File: src/rtl/pong_pkg.sv
// -----------------------------------------------------------------------------
// pong_pkg
// Shared types and constants for the 8x8 pong ball engine.
//   state_e        : game run state (IDLE / RUN / OVER), 2-bit encoding
//   speed_level_t  : 2-bit step-speed level (only used with BALL_MOVER_SPEEDUP_EN)
//   GRID_MAX       : largest coordinate on either axis
//   SERVE_X/Y      : ball position after reset and on every serve
//   DIR_INC/DEC    : direction-flag encoding (0 = toward 7, 1 = toward 0)
//   next_coord()   : one-cell move along an axis, saturating at 0 and GRID_MAX
// -----------------------------------------------------------------------------
package pong_pkg;

    typedef enum logic [1:0] {
        ST_IDLE = 2'd0,
        ST_RUN  = 2'd1,
        ST_OVER = 2'd2
    } state_e;

    typedef logic [1:0] speed_level_t;

    localparam logic [2:0] GRID_MAX = 3'd7;
    localparam logic [2:0] SERVE_X  = 3'd3;
    localparam logic [2:0] SERVE_Y  = 3'd1;

    localparam logic DIR_INC = 1'b0;
    localparam logic DIR_DEC = 1'b1;

    // Move one cell; the boundary check replaces wrap-around of the 3-bit add.
    function automatic logic [2:0] next_coord(input logic [2:0] c, input logic dir);
        logic [2:0] r;
        r = c;
        if (dir == DIR_INC) begin
            if (c != GRID_MAX) r = c + 3'd1;
        end else begin
            if (c != 3'd0) r = c - 3'd1;
        end
        return r;
    endfunction

endpackage

File: src/rtl/ball_mover_step_timer.sv
// -----------------------------------------------------------------------------
// step_timer
// Free-running step divider for the ball engine.
//   clk, rst_n   : clock, asynchronous active-low reset
//   en_i         : count while high
//   clr_i        : force the divider to 0 (has priority over en_i)
//   period_i     : cycles per step (>= 1)
//   step_pulse_o : high in the cycle the divider sits at period_i-1
// -----------------------------------------------------------------------------
module step_timer #(
    parameter int CNT_W = 25
) (
    input  logic             clk,
    input  logic             rst_n,
    input  logic             en_i,
    input  logic             clr_i,
    input  logic [CNT_W-1:0] period_i,
    output logic             step_pulse_o
);

    localparam logic [CNT_W-1:0] ONE = {{(CNT_W-1){1'b0}}, 1'b1};

    logic [CNT_W-1:0] cnt_q;
    logic [CNT_W-1:0] cnt_d;
    logic             last;

    // ">=" rather than "==" so a period that shrinks mid-count still wraps
    // instead of running the counter all the way around.
    assign last         = (cnt_q >= (period_i - ONE));
    assign step_pulse_o = en_i & ~clr_i & last;

    always_comb begin
        cnt_d = cnt_q;
        if (clr_i) begin
            cnt_d = '0;
        end else if (en_i) begin
            cnt_d = last ? '0 : (cnt_q + ONE);
        end
    end

    always_ff @(posedge clk or negedge rst_n) begin
        if (!rst_n) cnt_q <= '0;
        else        cnt_q <= cnt_d;
    end

endmodule

File: src/rtl/ball_mover.sv
// -----------------------------------------------------------------------------
// ball_mover
// Ball-position engine and game run state for the 8x8 pong field.
// Advances the ball one cell per step tick using the direction flags from
// the bounce/vector logic, and tracks IDLE / RUN / OVER.
//   clk, rst_n  : clock, asynchronous active-low reset
//   start       : serve request (level), honoured in IDLE and OVER
//   dir_x/dir_y : 0 = toward 7, 1 = toward 0; sampled only on step_pulse
//   endgame_in  : miss indication; ends the game on a step
//   x_pos/y_pos : registered ball position
//   step_pulse  : one-cycle strobe in the cycle the position updates
//   running     : state is RUN
//   game_over   : state is OVER
// Optional build macro BALL_MOVER_SPEEDUP_EN: every 4th up-bounce halves the
// step period (up to three times); level clears on reset and on each serve.
// -----------------------------------------------------------------------------
module ball_mover
    import pong_pkg::*;
#(
    parameter int TICK_DIV = 25000000,
    parameter int CNT_W    = 25
) (
    input  logic       clk,
    input  logic       rst_n,
    input  logic       start,
    input  logic       dir_x,
    input  logic       dir_y,
    input  logic       endgame_in,
    output logic [2:0] x_pos,
    output logic [2:0] y_pos,
    output logic       step_pulse,
    output logic       running,
    output logic       game_over
);

    state_e           state_q, state_d;
    logic [2:0]       x_q, x_d;
    logic [2:0]       y_q, y_d;
    logic             step;
    logic             serve;
    logic [CNT_W-1:0] period;
    logic [2:0]       x_nxt;
    logic [2:0]       y_nxt;

    assign x_nxt = next_coord(x_q, dir_x);
    assign y_nxt = next_coord(y_q, dir_y);
    assign serve = (state_q != ST_RUN) && start;

`ifdef BALL_MOVER_SPEEDUP_EN
    speed_level_t level_q, level_d;
    logic [1:0]   bounce_q, bounce_d;
    logic         prev_dy_q, prev_dy_d;
    logic         up_bounce;

    assign up_bounce = step && (dir_y == DIR_DEC) && (prev_dy_q == DIR_INC);
    assign period    = CNT_W'(TICK_DIV) >> level_q;

    always_comb begin
        level_d   = level_q;
        bounce_d  = bounce_q;
        prev_dy_d = prev_dy_q;
        if (serve) begin
            level_d   = '0;
            bounce_d  = '0;
            // No previous step after a serve, so an initial upward step is
            // not treated as a bounce.
            prev_dy_d = DIR_DEC;
        end else if (step) begin
            prev_dy_d = dir_y;
            if (up_bounce) begin
                bounce_d = bounce_q + 2'd1;
                if (bounce_q == 2'd3 && level_q != 2'd3) begin
                    level_d = level_q + 2'd1;
                end
            end
        end
    end

    always_ff @(posedge clk or negedge rst_n) begin
        if (!rst_n) begin
            level_q   <= '0;
            bounce_q  <= '0;
            prev_dy_q <= DIR_DEC;
        end else begin
            level_q   <= level_d;
            bounce_q  <= bounce_d;
            prev_dy_q <= prev_dy_d;
        end
    end
`else
    assign period = CNT_W'(TICK_DIV);
`endif

    step_timer #(
        .CNT_W(CNT_W)
    ) u_step_timer (
        .clk         (clk),
        .rst_n       (rst_n),
        .en_i        (state_q == ST_RUN),
        .clr_i       (state_q != ST_RUN),
        .period_i    (period),
        .step_pulse_o(step)
    );

    always_comb begin
        state_d = state_q;
        x_d     = x_q;
        y_d     = y_q;
        unique case (state_q)
            ST_IDLE: begin
                x_d = SERVE_X;
                y_d = SERVE_Y;
                if (start) state_d = ST_RUN;
            end
            ST_RUN: begin
                if (step) begin
                    // A miss freezes the ball where it is; start is ignored here.
                    if (endgame_in) begin
                        state_d = ST_OVER;
                    end else begin
                        x_d = x_nxt;
                        y_d = y_nxt;
                        if (y_nxt == GRID_MAX) state_d = ST_OVER;
                    end
                end
            end
            ST_OVER: begin
                if (start) begin
                    x_d     = SERVE_X;
                    y_d     = SERVE_Y;
                    state_d = ST_RUN;
                end
            end
            default: begin
                state_d = ST_IDLE;
                x_d     = SERVE_X;
                y_d     = SERVE_Y;
            end
        endcase
    end

    always_ff @(posedge clk or negedge rst_n) begin
        if (!rst_n) begin
            state_q <= ST_IDLE;
            x_q     <= SERVE_X;
            y_q     <= SERVE_Y;
        end else begin
            state_q <= state_d;
            x_q     <= x_d;
            y_q     <= y_d;
        end
    end

    assign x_pos      = x_q;
    assign y_pos      = y_q;
    assign step_pulse = step;
    assign running    = (state_q == ST_RUN);
    assign game_over  = (state_q == ST_OVER);

endmodule
File: config.mk
export PLATFORM = sky130hd
export DESIGN_NAME = ball_mover
export DESIGN_NICKNAME = d
export VERILOG_FILES = /design/src/rtl/pong_pkg.sv /design/src/rtl/ball_mover_step_timer.sv /design/src/rtl/ball_mover.sv
export SDC_FILE = /design/constraint.sdc
export NUM_CORES = 1
export LEC_CHECK = 0
export BUFFER_PORTS_ARGS = -buffer_cell sky130_fd_sc_hd__buf_2
export CORE_MARGIN = 4
export CORE_UTILIZATION = 40
export CTS_CLUSTER_SIZE = 14
export DETAILED_ROUTE_END_ITERATION = 12
export SLEW_MARGIN = 20
export SYNTH_ARGS = -nofsm -noshare
export SYNTH_HDL_FRONTEND = slang
export SYNTH_SLANG_ARGS = --single-unit
File: constraint.sdc
create_clock -name clk -period 2.6 [get_ports clk]
set_input_delay 0.39 -clock clk [delete_from_list [all_inputs] [get_ports clk]]
set_output_delay 0.39 -clock clk [all_outputs]
set_load 0.05 [all_outputs]
# Word level (Yosys, flattened, before mapping)
# Index checks and enable logic that the tools add are counted.
[word_totals]
reg_bits = 33
input_bits = 6
out_inout_bits = 9
elab_cells = 56
[op_classes]
eq_ne = 13
reduce_logical = 8
n_lt_le_gt_ge = 1
n_addsub = 5
bitwise = 3
muxes = 22
[op_table]
columns = ["cell", "n"]
rows = [
  ["2-to-1 mux 25 bit", 3],
  ["2-to-1 mux 3 bit", 12],
  ["adder 25 x 1 -> 25 bit (second input constant)", 1],
  [">= comparator 25 bit (second input constant)", 1],
  ["inequality test 3 bit (second input constant)", 5],
  ["case mux 3 bit (2 select lines)", 2],
  ["2-to-1 mux 2 bit", 4],
  ["adder 3 x 1 -> 3 bit (second input constant)", 2],
  ["inequality test 2 bit (second input constant)", 3],
  ["AND reduction 3 bit", 2],
  ["nonzero test 3 bit", 2],
  ["subtractor 3 x 1 -> 3 bit (second input constant)", 2],
  ["AND reduction 5 bit", 1],
  ["inequality test 2 x 1 -> 1 bit (second input constant)", 2],
  ["case mux 2 bit (2 select lines)", 1],
  ["equality test 3 bit (second input constant)", 1],
  ["AND 1 bit", 2],
  ["equality test 2 x 1 -> 1 bit (second input constant)", 1],
  ["equality test 2 bit (second input constant)", 1],
  ["zero test 2 bit", 1],
  ["nonzero test 2 bit", 1],
  ["OR reduction 2 bit", 1],
  ["inverter 1 bit", 1],
]

# Longest topological paths before layout
# Gate-level depths: netlist (run 1).
[logic_depth]
depth_word = 8
depth_mapped = 9
ltp_nobuf = 8

# Modules after synthesis
# From an unflattened synthesis (run 1), not the netlist that was laid out.
[unflattened]
hier_cells = 368
area_unflattened_um2 = 3083.0
[by_module_without_submodules]
columns = ["mod", "n_inst", "area_per_inst_um2", "cells_each"]
rows = [
  ["step_timer", 1, 2453.6, 295],
  ["ball_mover", 1, 629.4, 73],
]

# Worst setup path after synthesis (run 1)
# Ideal clock, no wire load.
[synth_timing]
path_kind = "reg-to-output"
from = "reg u_step_timer.cnt_q[0]"
to = "out step_pulse"
stages_incl_launch_ff = 8
t_arrival_ns = 1.900
setup_slack_ns = 0.310
path_cell_list = "dfrtp_1 > ha_1 > and3_1 > buf_6 > o311ai_4 > and2_4 > buf_6 > nor2_1"
[synth_via]
elab_chain_cells = 2
[synth_lines]
columns = ["item", "line", "source"]
rows = [
  ["start: declaration", "ball_mover_step_timer.sv:23", "logic [CNT_W-1:0] cnt_q;"],
  ["start signal: assignment", "ball_mover_step_timer.sv:43", "else cnt_q <= cnt_d;"],
  [">= comparator 25 bit", "ball_mover_step_timer.sv:29", "assign last = (cnt_q >= (period_i - ONE));"],
  ["AND 1 bit", "ball_mover_step_timer.sv:30", "assign step_pulse_o = en_i & ~clr_i & last;"],
  ["end: declaration", "ball_mover.sv:31", "output logic step_pulse,"],
]
# Every way passes these cells.

# Worst setup path after layout (run 1)
# Same ends and word-level chain as after synthesis.

==> results of run 1 <==
==> final cells by class <==
class / count / area share, %
clock buffer: 5 / 3.30
clock inverter: 3 / 3.12
inverter: 8 / 1.44
sequential: 33 / 39.8
multi-input combinational: 140 / 45.5
timing repair buffer: 15 / 3.72
tap: 52 / 3.12
==> where the power goes <==
group	switching (W)	total (W)	internal (W)
registers	0.0000582	0.000630	0.000572
clock network	0.000190	0.000570	0.000381
logic	0.0000912	0.000165	0.0000739
==> worst register-to-register path, stage by stage (launching register included) <==
cell and delay, ns:
dfrtp_1 0.41, ha_1 0.23, and3_1 0.37, o311ai_4 0.14, and2_4 0.22, o311a_1 0.35
a211o_1 0.26
==> worst min path at each step <==
stage	startpoint	cells past startpoint	endpoint	slack, ns
2_1_floorplan	rst_n	0	state_q[0]$_DFFE_PN0P_	0.09
3_3_place_gp	rst_n	1	u_step_timer.cnt_q[19]$_DFF_PN0_	0.49
3_5_place_dp	rst_n	1	u_step_timer.cnt_q[19]$_DFF_PN0_	0.49
4_1_cts	rst_n	1	u_step_timer.cnt_q[19]$_DFF_PN0_	0.18
5_1_grt	rst_n	1	u_step_timer.cnt_q[19]$_DFF_PN0_	0.21
6_report	rst_n	1	u_step_timer.cnt_q[19]$_DFF_PN0_	0.16
==> cell families after synthesis <==
family	count (synthesis)	share of synthesized area [%]
simple gates	81	23.3
flops	33	44.9
compound gates	29	12.3
xor+xnor	24	11.4
buf+inv	14	3.79
fa+ha+maj	5	3.79
mux	1	0.541
==> layer usage <==
| layer | vias to the layer above | track usage (%) | part of all wire [%] |
|---|---|---|---|
| met3 | 8 | 4.26 | 4.2 |
| met2 | 34 | 20.8 | 47 |
| met5 | - | 0 | 0 |
| li1 | 685 | - | - |
| met1 | 681 | 16.6 | 47 |
| met4 | 0 | 6.23 | 2.0 |
==> placed cells by master (no fill, tap or decap), types with 3 or more instances in the layout <==
cell type and count:
inv_1 8, a21oi_1 4, buf_2 14, ha_1 4, clkbuf_8 5, xor2_1 18, nand2_1 10, dfstp_2 3
o21bai_1 3, xnor2_1 6, o21ai_0 5, dfrtp_1 30, a22oi_1 3, nand4_1 3, nand3_1 11, nor2_1 28
and3_1 8, nor2b_1 5
==> through the flow <==
step / total power, W / hold WS (ns) / util [%] / instances
final: 0.00137 / 0.158 / 47.3 / 256
after floorplan: 0.000748 / 0.0944 / - / 187
after global routing: 0.00143 / 0.209 / 47.3 / 256
after global placement: 0.000795 / 0.489 / 44.2 / 248
after CTS: 0.00138 / 0.180 / 47.3 / 256
after detailed placement: 0.000800 / 0.494 / 44.2 / 248
==> cell usage after synthesis (4+ instances only) <==
master   count
a21oi_1      4
and3_1       8
dfrtp_1     30
ha_1         4
inv_1        8
nand2_1     10
nand3_1     11
nor2_1      28
nor2b_1      5
o21ai_0      5
xnor2_1      6
xor2_1      18
==> state kept, by name (all words and copies together) (netlist names) <==
| signal | cells |
|---|---|
| u_step_timer.cnt_q | 25 |
| x_pos | 3 |
| y_pos | 3 |
| state_q | 2 |
==> impl_metrics.csv, run 1 <==
group,metric,value,unit
critical_path,worstPathArrival,2.05,ns
route,drc,0,
critical_path,critical_path_required,2.21,ns
floorplanning,std_cell_rows,24,
sta,slew_violations,0,
clocking,clk_latency,0.28,ns
cells_and_area,nFillCells,429,
route,wl_per_cell,14.2,um
clocking,clk_pin_slew,0.07,ns
clocking,cts_max_level,2,
synthesis,syn_inst,187,
placed_design,portBuffers,14,
power,ir_drop,0.374,mV
grt,grt_max_degree,34,
sta,finalSetupTns,0,ns
route,totalWireLength,3640,um
placed_design,placed_cell_area,1950,um2
synthesis,synth.avg_cell_area,9.89,um2
grt,antenna_found_initial,0,
critical_path,rr_startpoint,"u_step_timer.cnt_q[0]$_DFF_PN0_",
placed_design,place_ws,0.455,ns
critical_path,path_class,"flop to output port",
clocking,postCtsSetupRepairBufs,0,
floorplanning,fp.dieW,76.0,um
floorplanning,start_util,41.9,%
synthesis,synth_top_area_share,40.6,%
synthesis,ys_seq_area_share,44.9,%
clocking,cts_hold_buffers,0,
critical_path,path_cells,"ha_1 -> and3_1 -> o311ai_4 -> and2_4 -> nor2_1 -> buf_2",
synthesis,ys_ff_latch,33,
critical_path,critPathCapture,"step_pulse",
job,cap_violations,0,
synthesis,synth_nets,198,
cells_and_area,diodes,0,
synthesis,synth-async-reset-ratio,100,%
synthesis,yosys_warnings,0,
critical_path,crit_buf_inv,1,
cells_and_area,ff_latch_area,830,um2
route,viasPerCell,5.50,
cells_and_area,nets,214,
sta,setup_violations,0,
critical_path,path_delay_family,"simple AND/OR/NAND/NOR gates",
placed_design,dpl.hpwl,2590,um
sta,grt_setup_unrepaired,"no",
critical_path,crit_slowest_cell,"dfrtp_1",
run_status,status,"completed",
cells_and_area,fin_area,2090,um2
sta,hold_violations,0,
synthesis,ys_types,47,
cells_and_area,drive_above_1_share,15.7,%
cells_and_area,multi_input_area,950,um2
route,ant_nets,0,
grt,grt_first_pass_wirelength,6280,um
critical_path,crit_fanout,7,
clocking,cts_tree,"built",
clocking,clock_sinks,33,
synthesis,postSynth.topFlopCell,"dfrtp_1",
route,drtIter0Drc,71,
sta,fmax,409,MHz
power,leakage,0.983,nW
synthesis,netlist_area,1850,um2
grt,grt_pass1_vias,1387,
critical_path,end_kind,"output port",
synthesis,synth.area.top_cells,"dfrtp_1 41%, xor2_1 8.5%, nor2_1 5.7%",
clocking,cts-root-buf,"clkbuf_8",
critical_path,crit_cells,6,
critical_path,cpPeakStageDelay,0.42,ns
power,power_density,655,nW/um2
sta,layout_min_cycle_time,2.44,ns
grt,track_usage,13.3,%
floorplanning,fp.coreArea,4410,um2
floorplanning,die_area,5780,um2
critical_path,reg2reg_depth,6,
placed_design,finalWeightedCongestion,0.826,
synthesis,yosys.area.top_type,"dfrtp_1",
clocking,post_cts_resized,0,
critical_path,r2r-end,"x_pos[2]$_DFFE_PN0P_",
sta,fin_ws,0.155,ns
sta,worst_slew_pin_slew,0.733,ns
floorplanning,die_h,76.0,um
critical_path,setup.worst_path.start_class,"flop",
critical_path,worstSetupStartpoint,"u_step_timer.cnt_q[0]$_DFF_PN0_",
clocking,clockBufferDepth,2,
clocking,cts_buffers,5,
sta,relSlewSlack,51.1,%
route,first_pass_iters,4,
critical_path,ff2ff_setup_slack,0.52,ns
sta,period_share,94.0,%
grt,grt_overflow,0,
min_path,hold_path.class,"input pin to asynchronous set/reset pin",
floorplanning,pin_count,15,
route,vias,1408,
sta,finClkSkew,0.00765,ns
cells_and_area,area_growth,12.8,%
synthesis,synth_edf_count,0,
(Power assumes the default switching activity.)
==> run 2, diff against run 1 <==
--- a/config.mk
+++ b/config.mk
@@ -12,2 +12,3 @@
 export DETAILED_ROUTE_END_ITERATION = 12
+export HOLD_SLACK_MARGIN = 0.08
 export SLEW_MARGIN = 20
==> constraint.sdc (replaced) <==
create_clock -name clk -period 2.6 [get_ports clk]
set_input_delay 0 -clock clk [delete_from_list [all_inputs] [get_ports clk]]
set_output_delay 0 -clock clk [all_outputs]
set_load 0.05 [all_outputs]
==> impl_metrics.csv, run 2 (synthesized netlist as in run 1, its figures left out) <==
group,metric,value,unit
run_status,status,"completed",
min_path,hold_path.class,"input pin to flop",
sta,layout_min_cycle_time,2.09,ns
critical_path,critical_path_required,2.77,ns
sta,setup_violations,0,
route,drc,0,
power,ir_drop,0.254,mV
sta,grt_setup_unrepaired,"no",
cells_and_area,drive_above_1_share,15.5,%
route,wl_per_cell,13.7,um
clocking,cts_max_level,2,
grt,grt_max_degree,34,
cells_and_area,ff_latch_area,830,um2
clocking,clockBufferDepth,2,
placed_design,finalWeightedCongestion,0.723,
clocking,cts-root-buf,"clkbuf_8",
clocking,postCtsSetupRepairBufs,0,
route,drtIter0Drc,65,
clocking,clk_pin_slew,0.07,ns
cells_and_area,nFillCells,415,
floorplanning,die_area,5780,um2
route,first_pass_iters,4,
cells_and_area,postLayoutCoreUtil,47.4,%
cells_and_area,diodes,0,
floorplanning,die_h,76.0,um
cells_and_area,layout_commonest_cell,"dfrtp_1",
critical_path,cpPeakStageDelay,0.42,ns
cells_and_area,largest_reg_flops,25,
critical_path,setup.worst_path.start_class,"flop",
critical_path,worstPathArrival,2.26,ns
clocking,clock_sinks,33,
clocking,post_cts_resized,0,
power,leakage,0.980,nW
sta,worst_slew_pin_slew,0.738,ns
grt,track_usage,12.9,%
clocking,cts_tree,"built",
cells_and_area,top_register,"u_step_timer.cnt_q",
sta,hold_violations,0,
grt,grt_pass1_vias,1351,
sta,slew_violations,0,
sta,finalSetupTns,0,ns
clocking,cts_buffers,5,
route,ant_nets,0,
critical_path,path_cells,"ha_1 -> and3_1 -> o311ai_4 -> and2_4 -> o311a_1 -> a211o_1",
route,totalWireLength,3530,um
route,viasPerCell,5.47,
sta,finClkSkew,0.00558,ns
cells_and_area,nets,216,
critical_path,end_kind,"flop",
critical_path,crit_slowest_cell,"dfrtp_1",
critical_path,path_class,"flop to flop",
sta,period_share,80.4,%
grt,antenna_found_initial,0,
clocking,cts_hold_buffers,2,
route,vias,1410,
sta,fmax,478,MHz
critical_path,crit_fanout,7,
cells_and_area,multi_input_area,950,um2
grt,grt_first_pass_wirelength,6150,um
job,cap_violations,0,
floorplanning,fp.dieW,76.0,um
floorplanning,start_util,41.9,%
clocking,clk_latency,0.28,ns
power,power_density,614,nW/um2
floorplanning,std_cell_rows,24,
cells_and_area,area_growth,13.1,%
grt,grt_overflow,0,
cells_and_area,layout.cells.most_common_list,"30 x dfrtp_1, 28 x nor2_1, 18 x xor2_1",
placed_design,portBuffers,14,
placed_design,dpl.hpwl,2600,um
floorplanning,pin_count,15,
floorplanning,fp.coreArea,4410,um2
sta,relSlewSlack,50.8,%
## run 2: changes by cell type in the layout (fill, tap and decap cells not counted), sizes merged
cell	change
dlygate4sd3	+2
clkinvlp	+1
clkinv	-1
bufinv	-1
clkbuf	+1
## run 2: stage by stage
| stage | total power (W) | cell area [um2] | hold slack (ns) | setup slack, ns | cells |
|---|---|---|---|---|---|
| after floorplan | 0.000748 | 1850 | -0.296 | 0.528 | 187 |
| after global placement | 0.000791 | 1950 | 0.0949 | 0.588 | 248 |
| after detailed placement | 0.000792 | 1950 | 0.109 | 0.499 | 248 |
| after CTS | 0.00130 | 2090 | 0.128 | 0.488 | 258 |
| after global routing | 0.00136 | 2090 | 0.193 | 0.381 | 258 |
| final | 0.00128 | 2090 | 0.136 | 0.508 | 258 |
## run 2: power breakdown
part,leakage (nW),switching (W),internal (W)
Clock,0.0574,0.000187,0.000311
Sequential,0.432,0.0000601,0.000572
Combinational,0.491,0.0000809,0.0000736
Total,0.980,0.000328,0.000957
## run 2: critical path, delay by kind of cell (launching register included)
kind	cells	cell delay, ns
AO/OA/AOI/OAI	3	0.73
AND/OR/NAND/NOR	2	0.60
flip-flops	1	0.42
adder cells (fa/ha/maj)	1	0.23
## run 2: final cells by class
class / count / share of cell area [%]
Tap cell: 52 / 3.11
Multi-Input combinational cell: 140 / 45.4
Timing Repair Buffer: 17 / 4.67
Clock inverter: 2 / 1.79
Inverter: 8 / 1.44
Clock buffer: 6 / 3.95
Sequential cell: 33 / 39.7
## run 2: per-layer routing
metal	global-route usage (%)	part of all wire (%)	vias to the layer above
met5	0	0	-
met4	4.63	1.4	0
met3	4.14	4.0	6
met2	20.1	46	22
met1	16.8	48	690
li1	-	-	692
## run 2: worst paths after layout
path                            cells after the start  slack (ns)                       startpoint                                to
worst min-delay path                                4        0.14                       endgame_in              y_pos[0]$_DFFE_PN1P_
max in group asynchronous                           2        1.81                            rst_n   u_step_timer.cnt_q[9]$_DFF_PN0_
worst min register to register                      1        0.53  u_step_timer.cnt_q[0]$_DFF_PN0_   u_step_timer.cnt_q[0]$_DFF_PN0_
worst max register to register                      6        0.51  u_step_timer.cnt_q[0]$_DFF_PN0_              x_pos[2]$_DFFE_PN0P_
worst max-delay path                                6        0.51  u_step_timer.cnt_q[0]$_DFF_PN0_              x_pos[2]$_DFFE_PN0P_
min in group asynchronous                           2        0.32                            rst_n  u_step_timer.cnt_q[17]$_DFF_PN0_
==> run 3, diff against run 2 <==
clock period = 2.14 ns   (was 2.6 ns; I/O delays follow)
==> impl_metrics.csv, run 3 (synthesized netlist as in run 1, its figures left out) <==
group,metric,value,unit
grt,grt_overflow,0,
clocking,cts_max_level,2,
route,ant_nets,0,
power,leakage,0.987,nW
critical_path,setup.worst_path.start_class,"flop",
cells_and_area,area_growth,13.9,%
min_path,hold_path.class,"input pin to flop",
sta,setup_violations,0,
grt,grt_pass1_vias,1310,
clocking,clk_pin_slew,0.07,ns
floorplanning,std_cell_rows,24,
route,viasPerCell,5.29,
clocking,cts_tree,"built",
route,first_pass_iters,4,
sta,relSlewSlack,51.1,%
placed_design,dpl.hpwl,2570,um
placed_design,placed_cell_area,1960,um2
grt,track_usage,13.0,%
cells_and_area,drive_above_1_share,16.4,%
cells_and_area,ff_latch_area,830,um2
cells_and_area,top_register,"u_step_timer.cnt_q",
floorplanning,fp.coreArea,4410,um2
cells_and_area,fin_area,2110,um2
cells_and_area,largest_reg_flops,25,
cells_and_area,nFillCells,403,
critical_path,worstPathArrival,2.00,ns
critical_path,path_delay_family,"simple AND/OR/NAND/NOR gates",
cells_and_area,multi_input_area,956,um2
clocking,cts_buffers,5,
power,ir_drop,0.600,mV
floorplanning,die_h,76.0,um
route,vias,1371,
route,drc,0,
grt,grt_max_degree,34,
critical_path,path_cells,"or3_1 -> o311ai_4 -> and2_4 -> nor2_1 -> buf_2",
critical_path,critical_path_required,2.14,ns
grt,antenna_found_initial,0,
route,drtIter0Drc,99,
critical_path,path_class,"flop to output port",
sta,period_share,93.6,%
power,power_density,745,nW/um2
cells_and_area,diodes,0,
sta,hold_violations,0,
floorplanning,start_util,41.9,%
min_path,holdPathStages,3,
clocking,clockBufferDepth,2,
route,totalWireLength,3580,um
floorplanning,die_area,5780,um2
clocking,clock_sinks,33,
sta,finClkSkew,0.00834,ns
critical_path,crit_cells,5,
placed_design,finalWeightedCongestion,0.953,
sta,grt_setup_unrepaired,"no",
clocking,cts-root-buf,"clkbuf_8",
critical_path,crit_fanout,7,
critical_path,crit_buf_inv,1,
sta,slew_violations,0,
critical_path,crit_slowest_cell,"or3_1",
job,cap_violations,0,
grt,grt_first_pass_wirelength,6290,um
floorplanning,fp.dieW,76.0,um
critical_path,reg2reg_depth,7,
placed_design,portBuffers,14,
clocking,clk_latency,0.28,ns
run_status,status,"completed",
cells_and_area,layout.cells.most_common_list,"30 x dfrtp_1, 28 x nor2_1, 18 x xor2_1",
critical_path,end_kind,"output port",
critical_path,cpPeakStageDelay,0.43,ns
cells_and_area,nets,217,
sta,worst_slew_pin_slew,0.734,ns
clocking,postCtsSetupRepairBufs,0,
sta,finalSetupTns,0,ns
sta,fmax,499,MHz
cells_and_area,layout_commonest_cell,"dfrtp_1",
sta,layout_min_cycle_time,2.00,ns
floorplanning,pin_count,15,
route,wl_per_cell,13.8,um
==> run 3: cell count changes in the layout (fill, tap and decap cells not counted), sizes merged <==
cell / previous run / this run
buf: 15 / 16
==> run 3: worst register-to-register path, stage by stage, from the launching register on <==
cell,delay (ns)
dfstp_2,0.56
inv_1,0.09
ha_1,0.24
and3b_1,0.19
o21bai_1,0.19
xnor2_1,0.20
a311oi_2,0.13
a221o_1,0.28
==> run 3: what timing repair did <==
item | in CTS | in global routing
endpoints found under the setup margin | 0 | 1
resized for setup | 0 | 1
hold buffers | 2 | 0
endpoints found under the hold margin | 32 | 0
==> run 3: worst paths after layout <==
check	startpoint	slack, ns	endpoint
worst max-delay path	u_step_timer.cnt_q[7]$_DFF_PN0_	0.14	step_pulse
worst min-delay path	endgame_in	0.14	state_q[1]$_DFFE_PN0P_
worst max register to register	y_pos[0]$_DFFE_PN1P_	0.14	state_q[0]$_DFFE_PN0P_
worst min register to register	u_step_timer.cnt_q[0]$_DFF_PN0_	0.53	u_step_timer.cnt_q[0]$_DFF_PN0_
max in group asynchronous	rst_n	1.34	y_pos[1]$_DFFE_PN0P_
min in group asynchronous	rst_n	0.32	u_step_timer.cnt_q[18]$_DFF_PN0_
==> run 3: cell type report <==
type                            count  share of cell area [%]
Clock buffer                        6                    3.92
Clock inverter                      2                    1.78
Inverter                            8                    1.43
Multi-Input combinational cell    140                    45.4
Sequential cell                    33                    39.4
Tap cell                           52                    3.09
Timing Repair Buffer               18                    4.99
==> run 3: layer usage <==
| layer | share of wire, % | wire length, um | GRT usage, % |
|---|---|---|---|
| met1 | 48 | 1730 | 18.0 |
| met2 | 46 | 1660 | 19.1 |
| met3 | 4.2 | 151 | 4.26 |
| met4 | 0.95 | 34 | 4.09 |
| met5 | 0 | 0 | 0 |
==> run 3: stage by stage <==
stage | setup WS, ns | hold WS (ns) | utilization (%) | instances | total power, W
finish | 0.137 | 0.139 | 47.7 | 259 | 0.00157
global route | 0.00570 | 0.187 | 47.7 | 259 | 0.00167
CTS | 0.123 | 0.116 | 47.6 | 259 | 0.00159
detailed placement | 0.151 | 0.115 | 44.4 | 249 | 0.000973
global placement | 0.193 | 0.0883 | 44.4 | 249 | 0.000960
floorplan | 0.0685 | -0.296 | - | 187 | 0.000909
==> run 3: report_power, final <==
group          internal, W  switching, W
logic            0.0000931      0.000108
clock network     0.000378      0.000225
registers         0.000695     0.0000690
